<file path="src/rtl/md5_lane_scheduler_if.sv">
// Host command bus for md5_lane_scheduler: one-cycle command strobe with same-cycle ready.
// The master drives cmd_valid/cmd_op/cmd_data; the slave answers with cmd_ready.
interface md5_lane_scheduler_if;
  logic        cmd_valid;
  logic        cmd_ready;
  logic [3:0]  cmd_op;
  logic [31:0] cmd_data;

  modport master (output cmd_valid, output cmd_op, output cmd_data, input cmd_ready);
  modport slave  (input cmd_valid, input cmd_op, input cmd_data, output cmd_ready);
endinterface

</file>
<file path="src/rtl/md5_lane_scheduler.sv">
// Job sequencer for NUM_LANES MD5 brute-force lanes: config latch, arm/run/drain control, match arbitration.
// Commands take effect on the next edge; while busy only NOP/ABORT are accepted (cmd_ready low otherwise).
module md5_lane_scheduler #(
  parameter int NUM_LANES  = 4,
  parameter int PIPE_DEPTH = 64,
  parameter int ARM_CYCLES = 4
) (
  input  logic                       clk,
  input  logic                       reset,
  md5_lane_scheduler_if.slave        cmd,
  output logic [127:0]               expected_hash,
  output logic [7:0]                 range_min,
  output logic [7:0]                 range_max,
  output logic [NUM_LANES-1:0]       lane_reset,
  input  logic [NUM_LANES-1:0]       lane_match,
  input  logic [128*NUM_LANES-1:0]   lane_text,
  output logic                       busy,
  output logic                       found,
  output logic                       exhausted,
  output logic [3:0]                 found_lane,
  output logic [127:0]               found_text,
  output logic [63:0]                cand_count
);

  localparam logic [3:0] OP_NOP   = 4'd0;
  localparam logic [3:0] OP_SET_A = 4'd1;
  localparam logic [3:0] OP_SET_B = 4'd2;
  localparam logic [3:0] OP_SET_C = 4'd3;
  localparam logic [3:0] OP_SET_D = 4'd4;
  localparam logic [3:0] OP_RANGE = 4'd5;
  localparam logic [3:0] OP_LIMIT = 4'd6;
  localparam logic [3:0] OP_START = 4'd7;
  localparam logic [3:0] OP_ABORT = 4'd8;

  localparam logic [31:0] ARM_LAST   = 32'(ARM_CYCLES - 1);
  localparam logic [31:0] DRAIN_LAST = 32'(PIPE_DEPTH - 1);
  localparam logic [31:0] FILL_CYC   = 32'(PIPE_DEPTH);

  typedef enum logic [2:0] {
    ST_IDLE, ST_ARM, ST_RUN, ST_DRAIN, ST_FOUND, ST_EXHAUSTED
  } state_t;

  state_t state_q, state_d;

  logic [31:0]  limit;
  logic [31:0]  arm_cnt;
  logic [31:0]  cyc_cnt;
  logic [31:0]  drain_cnt;

  logic         accept, start_go, abort_go;
  logic         match_en, match_hit, limit_hit, drain_done, arm_done;
  logic [3:0]   win_lane;
  logic [127:0] win_text;

  assign busy          = (state_q == ST_ARM) || (state_q == ST_RUN) || (state_q == ST_DRAIN);
  assign cmd.cmd_ready = !busy || (cmd.cmd_op == OP_NOP) || (cmd.cmd_op == OP_ABORT);
  assign accept        = cmd.cmd_valid && cmd.cmd_ready;
  assign start_go      = accept && !busy && (cmd.cmd_op == OP_START);
  assign abort_go      = accept && busy && (cmd.cmd_op == OP_ABORT);

  // Matches before the pipeline has filled are leftovers from reset, not real hits.
  assign match_en   = ((state_q == ST_RUN) && (cyc_cnt >= FILL_CYC)) || (state_q == ST_DRAIN);
  assign match_hit  = match_en && (|lane_match);
  assign limit_hit  = (state_q == ST_RUN) && (cyc_cnt == limit - 32'd1);
  assign drain_done = (state_q == ST_DRAIN) && (drain_cnt == DRAIN_LAST);
  assign arm_done   = (state_q == ST_ARM) && (arm_cnt == ARM_LAST);

  always_comb begin
    win_lane = '0;
    win_text = '0;
    for (int i = NUM_LANES - 1; i >= 0; i--) begin
      if (lane_match[i]) begin
        win_lane = 4'(i);
        win_text = lane_text[128*i +: 128];
      end
    end
  end

  always_ff @(posedge clk or posedge reset) begin
    if (reset) state_q <= ST_IDLE;
    else       state_q <= state_d;
  end

  always_comb begin
    state_d = state_q;
    case (state_q)
      ST_IDLE, ST_FOUND, ST_EXHAUSTED: if (start_go) state_d = ST_ARM;
      ST_ARM: begin
        if (abort_go)      state_d = ST_IDLE;
        else if (arm_done) state_d = ST_RUN;
      end
      ST_RUN: begin
        if (abort_go)       state_d = ST_IDLE;
        else if (match_hit) state_d = ST_FOUND;
        else if (limit_hit) state_d = ST_DRAIN;
      end
      ST_DRAIN: begin
        if (abort_go)        state_d = ST_IDLE;
        else if (match_hit)  state_d = ST_FOUND;
        else if (drain_done) state_d = ST_EXHAUSTED;
      end
      default: state_d = ST_IDLE;
    endcase
  end

  always_ff @(posedge clk or posedge reset) begin
    if (reset) begin
      expected_hash <= '0;
      range_min     <= 8'h61;
      range_max     <= 8'h7a;
      limit         <= 32'hFFFF_FFFF;
      lane_reset    <= '1;
      found         <= 1'b0;
      exhausted     <= 1'b0;
      found_lane    <= '0;
      found_text    <= '0;
      cand_count    <= '0;
      arm_cnt       <= '0;
      cyc_cnt       <= '0;
      drain_cnt     <= '0;
    end else begin
      if (accept && !busy) begin
        case (cmd.cmd_op)
          OP_SET_A: expected_hash[127:96] <= cmd.cmd_data;
          OP_SET_B: expected_hash[95:64]  <= cmd.cmd_data;
          OP_SET_C: expected_hash[63:32]  <= cmd.cmd_data;
          OP_SET_D: expected_hash[31:0]   <= cmd.cmd_data;
          OP_RANGE: begin
            if (cmd.cmd_data[7:0] <= cmd.cmd_data[15:8]) begin
              range_min <= cmd.cmd_data[7:0];
              range_max <= cmd.cmd_data[15:8];
            end
          end
          OP_LIMIT: limit <= (cmd.cmd_data == 32'd0) ? 32'd1 : cmd.cmd_data;
          default: ;
        endcase
      end

      arm_cnt   <= (state_q == ST_ARM)   ? arm_cnt + 32'd1   : 32'd0;
      drain_cnt <= (state_q == ST_DRAIN) ? drain_cnt + 32'd1 : 32'd0;
      if (state_q == ST_RUN)      cyc_cnt <= cyc_cnt + 32'd1;
      else if (state_q == ST_ARM) cyc_cnt <= 32'd0;

      // Lanes only run while the job is live; every other state holds them in reset.
      lane_reset <= ((state_d == ST_RUN) || (state_d == ST_DRAIN)) ? '0 : '1;

      if (start_go) begin
        found      <= 1'b0;
        exhausted  <= 1'b0;
        found_lane <= '0;
        found_text <= '0;
        cand_count <= '0;
      end else begin
        if ((state_q == ST_RUN) && !abort_go)
          cand_count <= cand_count + 64'(NUM_LANES);
        if ((state_d == ST_FOUND) && (state_q != ST_FOUND)) begin
          found      <= 1'b1;
          found_lane <= win_lane;
          found_text <= win_text;
        end
        if ((state_d == ST_EXHAUSTED) && (state_q == ST_DRAIN))
          exhausted <= 1'b1;
      end
    end
  end

endmodule

</file>
<file path="src/flat_wrapper.sv">
// flat-port wrapper written by rule: the top's interface ports become plain ports
module md5_lane_scheduler_flat 
#(
  parameter int NUM_LANES  = 4,
  parameter int PIPE_DEPTH = 64,
  parameter int ARM_CYCLES = 4
)
  (clk, reset, expected_hash, range_min, range_max, lane_reset, lane_match, lane_text, busy, found, exhausted, found_lane, found_text, cand_count, cmd_cmd_valid, cmd_cmd_op, cmd_cmd_data, cmd_cmd_ready);
  md5_lane_scheduler_if cmd_i ();
  input  logic clk;
  input  logic reset;
  output logic [127:0] expected_hash;
  output logic [7:0] range_min;
  output logic [7:0] range_max;
  output logic [NUM_LANES-1:0] lane_reset;
  input  logic [NUM_LANES-1:0] lane_match;
  input  logic [128*NUM_LANES-1:0] lane_text;
  output logic busy;
  output logic found;
  output logic exhausted;
  output logic [3:0] found_lane;
  output logic [127:0] found_text;
  output logic [63:0] cand_count;
  input wire logic [$bits(cmd_i.cmd_valid)-1:0] cmd_cmd_valid;
  input wire logic [$bits(cmd_i.cmd_op)-1:0] cmd_cmd_op;
  input wire logic [$bits(cmd_i.cmd_data)-1:0] cmd_cmd_data;
  output wire logic [$bits(cmd_i.cmd_ready)-1:0] cmd_cmd_ready;
  assign cmd_i.cmd_valid = cmd_cmd_valid;
  assign cmd_i.cmd_op = cmd_cmd_op;
  assign cmd_i.cmd_data = cmd_cmd_data;
  assign cmd_cmd_ready = cmd_i.cmd_ready;
  md5_lane_scheduler #(.NUM_LANES(NUM_LANES), .PIPE_DEPTH(PIPE_DEPTH), .ARM_CYCLES(ARM_CYCLES)) u_core (.clk(clk), .reset(reset), .cmd(cmd_i), .expected_hash(expected_hash), .range_min(range_min), .range_max(range_max), .lane_reset(lane_reset), .lane_match(lane_match), .lane_text(lane_text), .busy(busy), .found(found), .exhausted(exhausted), .found_lane(found_lane), .found_text(found_text), .cand_count(cand_count));
endmodule
</file>
<file path="config.mk">
export PLATFORM = sky130hd
export DESIGN_NAME = md5_lane_scheduler_flat
export DESIGN_NICKNAME = d
export VERILOG_FILES = /design/src/rtl/md5_lane_scheduler_if.sv /design/src/rtl/md5_lane_scheduler.sv /design/src/flat_wrapper.sv
export SDC_FILE = /design/constraint.sdc
export NUM_CORES = 1
export LEC_CHECK = 0
export CAP_MARGIN = 40
export CORE_AREA = 8 8 347 349
export CTS_CLUSTER_DIAMETER = 200
export CTS_CLUSTER_SIZE = 14
export DETAILED_ROUTE_END_ITERATION = 12
export DIE_AREA = 0 0 355 357
export GPL_ROUTABILITY_DRIVEN = 0
export PLACE_DENSITY_LB_ADDON = 0.12
export RECOVER_POWER = 25
export SETUP_SLACK_MARGIN = 0.02
export SYNTH_ARGS = -nofsm -noshare
export SYNTH_HDL_FRONTEND = slang
export SYNTH_SLANG_ARGS = --single-unit
</file>
<file path="constraint.sdc">
create_clock -name clk -period 36.4 [get_ports clk]
set_clock_uncertainty 0.15 [all_clocks]
set_input_delay 7.28 -clock clk [delete_from_list [all_inputs] [get_ports clk]]
set_output_delay 7.28 -clock clk [all_outputs]
set_load 0.005 [all_outputs]
</file>
# Word level (Yosys, flattened, before mapping)
# Cells that the tools add are included.
# totals
reg_bits	477
out_inout_bits	348
wordCells	115
# classes
order_cmp	2
mux	34
reduce_logical	36
add_sub_neg	5
n_eq_ne	21
# ops
cell	n
128-bit two-way mux	6
32-bit two-way mux	5
64-bit two-way mux	2
32-bit by 1-bit adder with 32-bit output, second input constant	3
64-bit by 3-bit adder with 64-bit output, second input constant	1
32-bit by 2-bit == test with 1-bit output, second input constant	1
32-bit == test	1
32-bit by 6-bit == test with 1-bit output, second input constant	1
32-bit by 7-bit greater-or-equal comparator with 1-bit output, second input constant	1
32-bit zero test	1
32-bit by 1-bit subtractor with 32-bit output, second input constant	1
3-bit two-way mux	9
4-bit by 3-bit == test with 1-bit output, second input constant	4
1-bit logical AND	13
3-bit by 2-bit == test with 1-bit output, second input constant	4
3-bit == test, second input constant	4
4-bit two-way mux	3
3-bit one-hot mux with 4 select lines	1
2-bit AND reduction	5
4-bit by 2-bit == test with 1-bit output, second input constant	2
8-bit <= comparator	1
2-bit two-way mux	4
2-bit nonzero test	4
1-bit logical OR	6
11 further kinds	15

# Logic depth before layout (Yosys ltp)
# Gate-level depths: netlist of the first run.
# depth
word_depth	15
ltp_mapped	12

# Worst setup path after synthesis of the first run
# OpenSTA, ideal clock, no wires.
# synth_timing
path_type	input to output
start	in cmd_cmd_op[0]
end	out cmd_cmd_ready
arrival_time_ns	7.925
path_stages	3
n_path_buf	1
t_required_ns	28.970
slack_ns	21.045
cell_sequence	clkbuf_1 > nor3_1 > nand2b_1
# synth_via
elab_chain_len	3
elab_cells_between_ends	4
classes_between	1 x eq/ne; 3 x reduce/logical
# synth_lines
element	line	source
start: declaration	flat_wrapper.sv:25	input wire logic [$bits(cmd_i.cmd_op)-1:0] cmd_cmd_op;
4-bit zero test	md5_lane_scheduler.sv:56	assign cmd.cmd_ready = !busy || (cmd.cmd_op == OP_NOP) || (cmd.cmd_op == OP_ABORT);
1-bit logical OR	md5_lane_scheduler.sv:56	
1-bit logical OR (*)	md5_lane_scheduler.sv:56	
end: declaration	flat_wrapper.sv:27	output wire logic [$bits(cmd_i.cmd_ready)-1:0] cmd_cmd_ready;
# Mark *: on every way between the ends. The rest lies on a longest branch, timed or not.

# Final worst setup path of the first run
# Same ends and word-level chain as after synthesis.

==> flow_metrics.env, run 1 <==
export IMPL_overflow=0
export IMPL_hp_class="reg2reg"
export IMPL_startpoint_type="input port"
export IMPL_worstSetupPathType="in2out"
export IMPL_clkSinkCount=470
export IMPL_fin_setup_tns_ps=0
export IMPL_ys_seq_elements=470
export IMPL_r2r_setup_slack_ps=32170
export IMPL_finalMaxSlewViolations=342
export IMPL_status="finished, violations left"
export IMPL_wl_per_cell_um=27.2
export IMPL_setup_viol=0
export IMPL_synth_cells=2653
export IMPL_antenna_found_initial=64
export IMPL_grt_pass1_wl_mm=190
export IMPL_h_tree_depth=2
export IMPL_hold_depth=2
export IMPL_fmax_mhz=60.1
export IMPL_rsz0062_at_grt="false"
export IMPL_fin_nets=3999
export IMPL_place_port_buffers=898
export IMPL_drc_errors=0
export IMPL_worst_skew_pair_late_latency_ps=610
export IMPL_die_area_sq_um=127000
export IMPL_avgViaCountPerCell=4.74
export IMPL_final_cell_mix="clkdlybuf4s50_1, dfrtp_1, nor2_1, a21oi_1, nand3_1"
export IMPL_r2r_cells=7
export IMPL_peakVddDrop_mv=0.0280
export IMPL_timing_hold_ws_ps=330
export IMPL_hold_violations=0
export IMPL_slew_headroom_pct=-173
export IMPL_clk_pin_slew_ps=70
export IMPL_synth_yosys_warnings=0
export IMPL_syn_avg_cell_area_sq_um=9.20
export IMPL_crit_fanout=8
export IMPL_cts_buffers_inserted=39
export IMPL_maxCapViolCount=6
export IMPL_rows=125
export IMPL_worst_slew_pin_slew_ps=4070
export IMPL_hold_path_startpoint="u_core.expected_hash[79]"
export IMPL_synth_cell_type_count=72
export IMPL_die_x_um=355
export IMPL_cp_arrival_ps=9200
export IMPL_cts_setup_buffers=0
export IMPL_wirelength_mm=136
export IMPL_cts_tree="built"
export IMPL_place_hpwl_mm=107
export IMPL_worst_r2r_endpoint="u_core.cand_count[63]"
export IMPL_drt_first_pass_iters=6
export IMPL_syn_cell_area_sq_um=24400
export IMPL_p_per_area_nw_per_um2=45.3
export IMPL_min_to="u_core.expected_hash[79]"
export IMPL_grt_start_max_net_pins=181
export IMPL_layout_commonest_cell="clkdlybuf4s50_1"
export IMPL_synth_top_flop_cell="dfrtp_1"
export IMPL_crit_required_ps=28970
export IMPL_clockBufferDepth=3
export IMPL_coreArea_sq_um=115000
export IMPL_post_cts_resized=0
export IMPL_start_util_pct=21.2
export IMPL_cts_root_buffer="clkbuf_16"
export IMPL_fp_dieH_um=357
export IMPL_io_pins=903
export IMPL_period_needed_ps=16630
export IMPL_fin_crit_sh_pct=45.7
export IMPL_vias=23700
export IMPL_cp_end_kind="primary output"
export IMPL_violations="capacitance limit, slew limit"
export IMPL_hold_buffers=0
export IMPL_drtIter0Drc=1740
export IMPL_drtAntennaViolNets=0
export IMPL_grt_use_total_pct=20.6
export IMPL_drive_above_1_share_pct=7.87
export IMPL_seq_area_frac_synth_pct=48.4
export IMPL_p_leak_uw=0.0143
export IMPL_syn2layout_area_growth_pct=47.8
export IMPL_grt_pass1_vias=23700
export IMPL_r2r_start="u_core.state_q[0]"
export IMPL_fillers=12200
export IMPL_synth_edff_count=0
export IMPL_async_reset_ff_share_pct=100
layout make-up:
type	instances	area (sq um)	share of cell area, %
multi-input cells	1953	11700	32.5
well taps	1524	1910	5.29
inverters	30	114	0.316
clock buffers	61	1060	2.94
flip-flops and latches	470	11800	32.8
diodes	13	32.5	0.0902
repair buffers	936	9330	25.9
clock inverters	4	78.8	0.219
synthesized netlist by cell type, drive strengths merged (3+ instances only):
library cell,count,area share [%]
nand3,202,4.1
o2111ai,4,0.14
or3,33,0.87
and2,9,0.23
xor2,87,3.1
nand4,39,1.0
or2,5,0.13
nor4,42,1.2
nand3b,7,0.22
or4,6,0.20
o21a,4,0.12
xnor2,51,1.8
dfstp,41,4.4
o31ai,13,0.40
a22oi,130,4.0
and4,11,0.39
nor4b,7,0.30
nand2b,7,0.18
mux2i,10,0.41
mux2,130,6.0
nor2b,11,0.28
clkbuf,176,2.7
o211ai,14,0.43
o21bai,3,0.092
dfrtp,429,44
inv,30,0.46
buf,27,0.61
a311oi,3,0.11
a22o,31,1.1
nor3,20,0.43
and3,25,0.64
nand2,106,1.6
a21oi,288,5.9
o21ai,185,3.8
nor2,412,6.4
ha,14,0.72
nand4b,3,0.11
nor3b,5,0.17
a31oi,9,0.26
state kept, by name (all words and copies together), names as in the netlist, 2 cells and up:
signal and cells:
u_core.expected_hash 128, u_core.found_text 128, u_core.drain_cnt 32, u_core.arm_cnt 32, u_core.cand_count 62, u_core.range_min 8
u_core.found_lane 2, u_core.cyc_cnt 32, u_core.limit 32, u_core.range_max 8, u_core.state_q 3
stage by stage:
stage | worst slack, ps | utilization, % | total power [uW] | cell area, sq um | cells
6_report | 19770 | 31.3 | 1630 | 36100 | 4991
3_5_place_dp | 19800 | 30.4 | 1220 | 35000 | 4913
5_1_grt | 19750 | 31.3 | 1730 | 36000 | 4982
2_1_floorplan | 15930 | - | 887 | 24400 | 2656
4_1_cts | 19790 | 31.4 | 1670 | 36100 | 4978
3_3_place_gp | 19400 | 30.2 | 1220 | 34800 | 4903
metal layers:
metal	global-route usage (%)	vias to the layer above	routed length (um)
li1	-	11000	-
met5	0	-	232
met4	4.34	36	3310
met1	25.7	11600	56300
met2	34.2	821	63500
met3	7.43	185	12600
report_power, final:
group	leakage (uW)	total, uW	internal, uW	switching [uW]
logic	0.00763	513	290	223
clock network	0.000542	426	204	222
registers	0.00608	695	627	67.8
critical path: stages:
cell and delay (ps):
clkdlybuf4s50_1 610, nor3_2 440, buf_6 220, nand2b_1 120
clkdlybuf4s50_1 520
worst max path at each step:
| stage | slack, ps | start | endpoint | cells past startpoint |
|---|---|---|---|---|
| finish | 19770 | cmd_cmd_op[0] | cmd_cmd_ready | 5 |
| global route | 19750 | cmd_cmd_op[0] | cmd_cmd_ready | 5 |
| CTS | 19790 | cmd_cmd_op[0] | cmd_cmd_ready | 5 |
| detailed placement | 19800 | cmd_cmd_op[0] | cmd_cmd_ready | 5 |
| global placement | 19400 | cmd_cmd_op[0] | cmd_cmd_ready | 4 |
| floorplan | 15930 | reset | u_core.arm_cnt[0] | 1 |
cell families after synthesis:
| family | after synthesis | share of synthesized area (%) |
|---|---|---|
| xor gates and xnor gates | 138 | 4.95 |
| buffers and inverters | 233 | 3.78 |
| and+or+nand+nor | 955 | 18.7 |
| other | 1 | 0.0154 |
| AOI/OAI and AO/OA | 702 | 17.1 |
| DFF | 470 | 48.4 |
| adders and majority gates | 14 | 0.718 |
| muxes | 140 | 6.41 |
No activity file was read; power rests on OpenSTA's default activity.
==> run 2: changes to the inputs <==
CORE_AREA = 8 8 341 343   (was 8 8 347 349)
DIE_AREA = 0 0 349 351   (was 0 0 355 357)
clock period = 16 ns   (was 36.4 ns; I/O delays follow)
==> flow_metrics.env, run 2 (synthesis gave the netlist of run 1 again) <==
export IMPL_status="finished, violations left"
export IMPL_violations="capacitance limit, slew limit"
export IMPL_vias=23600
export IMPL_rows=123
export IMPL_clockBufferDepth=3
export IMPL_hold_buffers=0
export IMPL_place_port_buffers=898
export IMPL_cp_end_kind="primary output"
export IMPL_io_pins=903
export IMPL_fin_nets=4002
export IMPL_p_per_area_nw_per_um2=104
export IMPL_hold_depth=2
export IMPL_cts_root_buffer="clkbuf_16"
export IMPL_busiest_layer="met2"
export IMPL_dp_cells=4892
export IMPL_overflow=0
export IMPL_cts_buffers_inserted=39
export IMPL_grt_use_met3_pct=6.35
export IMPL_layout_setup_ws_ps=7720
export IMPL_antenna_found_initial=46
export IMPL_period_needed_ps=8280
export IMPL_hp_class="reg2reg"
export IMPL_grt_start_max_net_pins=202
export IMPL_clkSinkCount=470
export IMPL_p_total_uw=3740
export IMPL_crit_required_ps=12650
export IMPL_start_util_pct=21.9
export IMPL_drc_errors=0
export IMPL_cp_arrival_ps=4930
export IMPL_r2r_setup_slack_ps=12170
export IMPL_rsz0062_at_grt="false"
export IMPL_drtAntennaViolNets=0
export IMPL_die_x_um=349
export IMPL_cts_tree="built"
export IMPL_syn2layout_area_growth_pct=48.0
export IMPL_pre_cts_ws_ps=7790
export IMPL_worst_slew_pin_slew_ps=3490
export IMPL_worst_skew_pair_late_latency_ps=600
export IMPL_reg_top3="u_core.expected_hash (128), u_core.found_text (128), u_core.cand_count (62)"
export IMPL_layout_commonest_cell="clkdlybuf4s50_1"
export IMPL_coreArea_sq_um=111000
export IMPL_worst_r2r_endpoint="u_core.found_text[64]"
export IMPL_place_hpwl_mm=108
export IMPL_fin_setup_tns_ps=0
export IMPL_fillers=11700
export IMPL_grt_pass1_wl_mm=191
export IMPL_worstSetupPathType="in2out"
export IMPL_cts_setup_buffers=0
export IMPL_maxCapViolCount=4
export IMPL_r2r_start="u_core.cyc_cnt[7]"
export IMPL_die_area_sq_um=122000
export IMPL_peakVddDrop_mv=0.0816
export IMPL_fp_dieH_um=351
export IMPL_startpoint_type="input port"
export IMPL_crit_fanout=8
export IMPL_final_core_util_pct=32.4
export IMPL_drtIter0Drc=1873
export IMPL_gr_usage_met1_pct=27.2
export IMPL_setup_viol=0
export IMPL_post_cts_resized=0
export IMPL_stdcell_count=4972
export IMPL_slowest_stage="dlygate4sd3_1"
export IMPL_p_leak_uw=0.0143
export IMPL_fin_crit_sh_pct=51.8
export IMPL_crit_path_cell_trace="dlygate4sd3_1, nor3_1, buf_4, nand2b_1, clkdlybuf4s50_1"
export IMPL_hold_violations=0
export IMPL_avgViaCountPerCell=4.75
export IMPL_finalMaxSlewViolations=210
export IMPL_cp_slowest_stage_delay_ps=670
export IMPL_path_delay_family="buffers and inverters"
export IMPL_fmax_mhz=121
export IMPL_wl_per_cell_um=27.5
export IMPL_grt_pass1_vias=24000
export IMPL_slew_headroom_pct=-133
export IMPL_r2r_cells=7
export IMPL_crit_buf_inv=3
export IMPL_hold_path_startpoint="u_core.expected_hash[76]"
export IMPL_drive_above_1_share_pct=7.95
export IMPL_final_cell_mix="clkdlybuf4s50_1, dfrtp_1, nor2_1, a21oi_1, nand3_1"
export IMPL_grt_use_total_pct=21.5
export IMPL_wirelength_mm=137
export IMPL_h_tree_depth=2
export IMPL_grt_util_met2_pct=36.5
export IMPL_clk_pin_slew_ps=70
export IMPL_drt_first_pass_iters=5
export IMPL_min_to="u_core.expected_hash[76]"
==> run 2: changes by cell type in the layout (fill, tap and decap cells not counted), moves of 2 or more <==
| cell | before | now |
|---|---|---|
| and2_0 | 2 | 0 |
| buf_12 | 3 | 5 |
| buf_4 | 23 | 25 |
| buf_16 | 1 | 3 |
| and2_1 | 7 | 9 |
==> run 2: area by class of cell <==
type / instances / area [sq um] / share of cell area, %
clock inverter: 4 / 57.6 / 0.159
inverter: 30 / 114 / 0.315
antenna: 14 / 35.0 / 0.0971
sequential: 470 / 11800 / 32.7
timing repair buffer: 939 / 9420 / 26.1
multi-input combinational: 1953 / 11700 / 32.5
tap: 1500 / 1880 / 5.20
clock buffer: 62 / 1060 / 2.94
==> run 2: metrics by stage <==
step                      hold WS [ps]  cell area [sq um]
after floorplan                    298              24400
after global placement             312              34800
after detailed placement           326              35000
after CTS                          342              36100
after global routing               355              36100
final                              340              36100
==> run 2: layer usage <==
layer / share of wire [%] / vias to the layer above / routed length (um)
met5: 0.077 / - / 105
met4: 2.1 / 16 / 2870
met3: 7.8 / 146 / 10700
met2: 48 / 814 / 65300
met1: 42 / 11600 / 57700
li1: - / 11100 / -
==> run 2: worst register-to-register path: cells and delay by family, from the launching register on <==
family,cells,cell delay (ps)
simple gates,4,2270
flops,1,500
buf+inv,1,490
compound gates,2,280
==> run 2: worst max-delay path by stage <==
stage | endpoint | from | cells after the start | slack, ps
after CTS | cmd_cmd_ready | cmd_cmd_op[0] | 5 | 7780
after global placement | cmd_cmd_ready | cmd_cmd_op[0] | 5 | 7760
after floorplan | u_core.arm_cnt[0] | reset | 1 | 6320
final | cmd_cmd_ready | cmd_cmd_op[0] | 5 | 7720
after global routing | u_core.found_text[58] | reset | 5 | 7250
after detailed placement | cmd_cmd_ready | cmd_cmd_op[0] | 5 | 7790
==> run 2: report_power, final <==
group	total (uW)	switching [uW]	internal, uW	leakage (uW)
sequential	1580	156	1430	0.00608
combinational	1200	533	663	0.00768
clock	961	499	462	0.000536
total	3740	1190	2550	0.0143
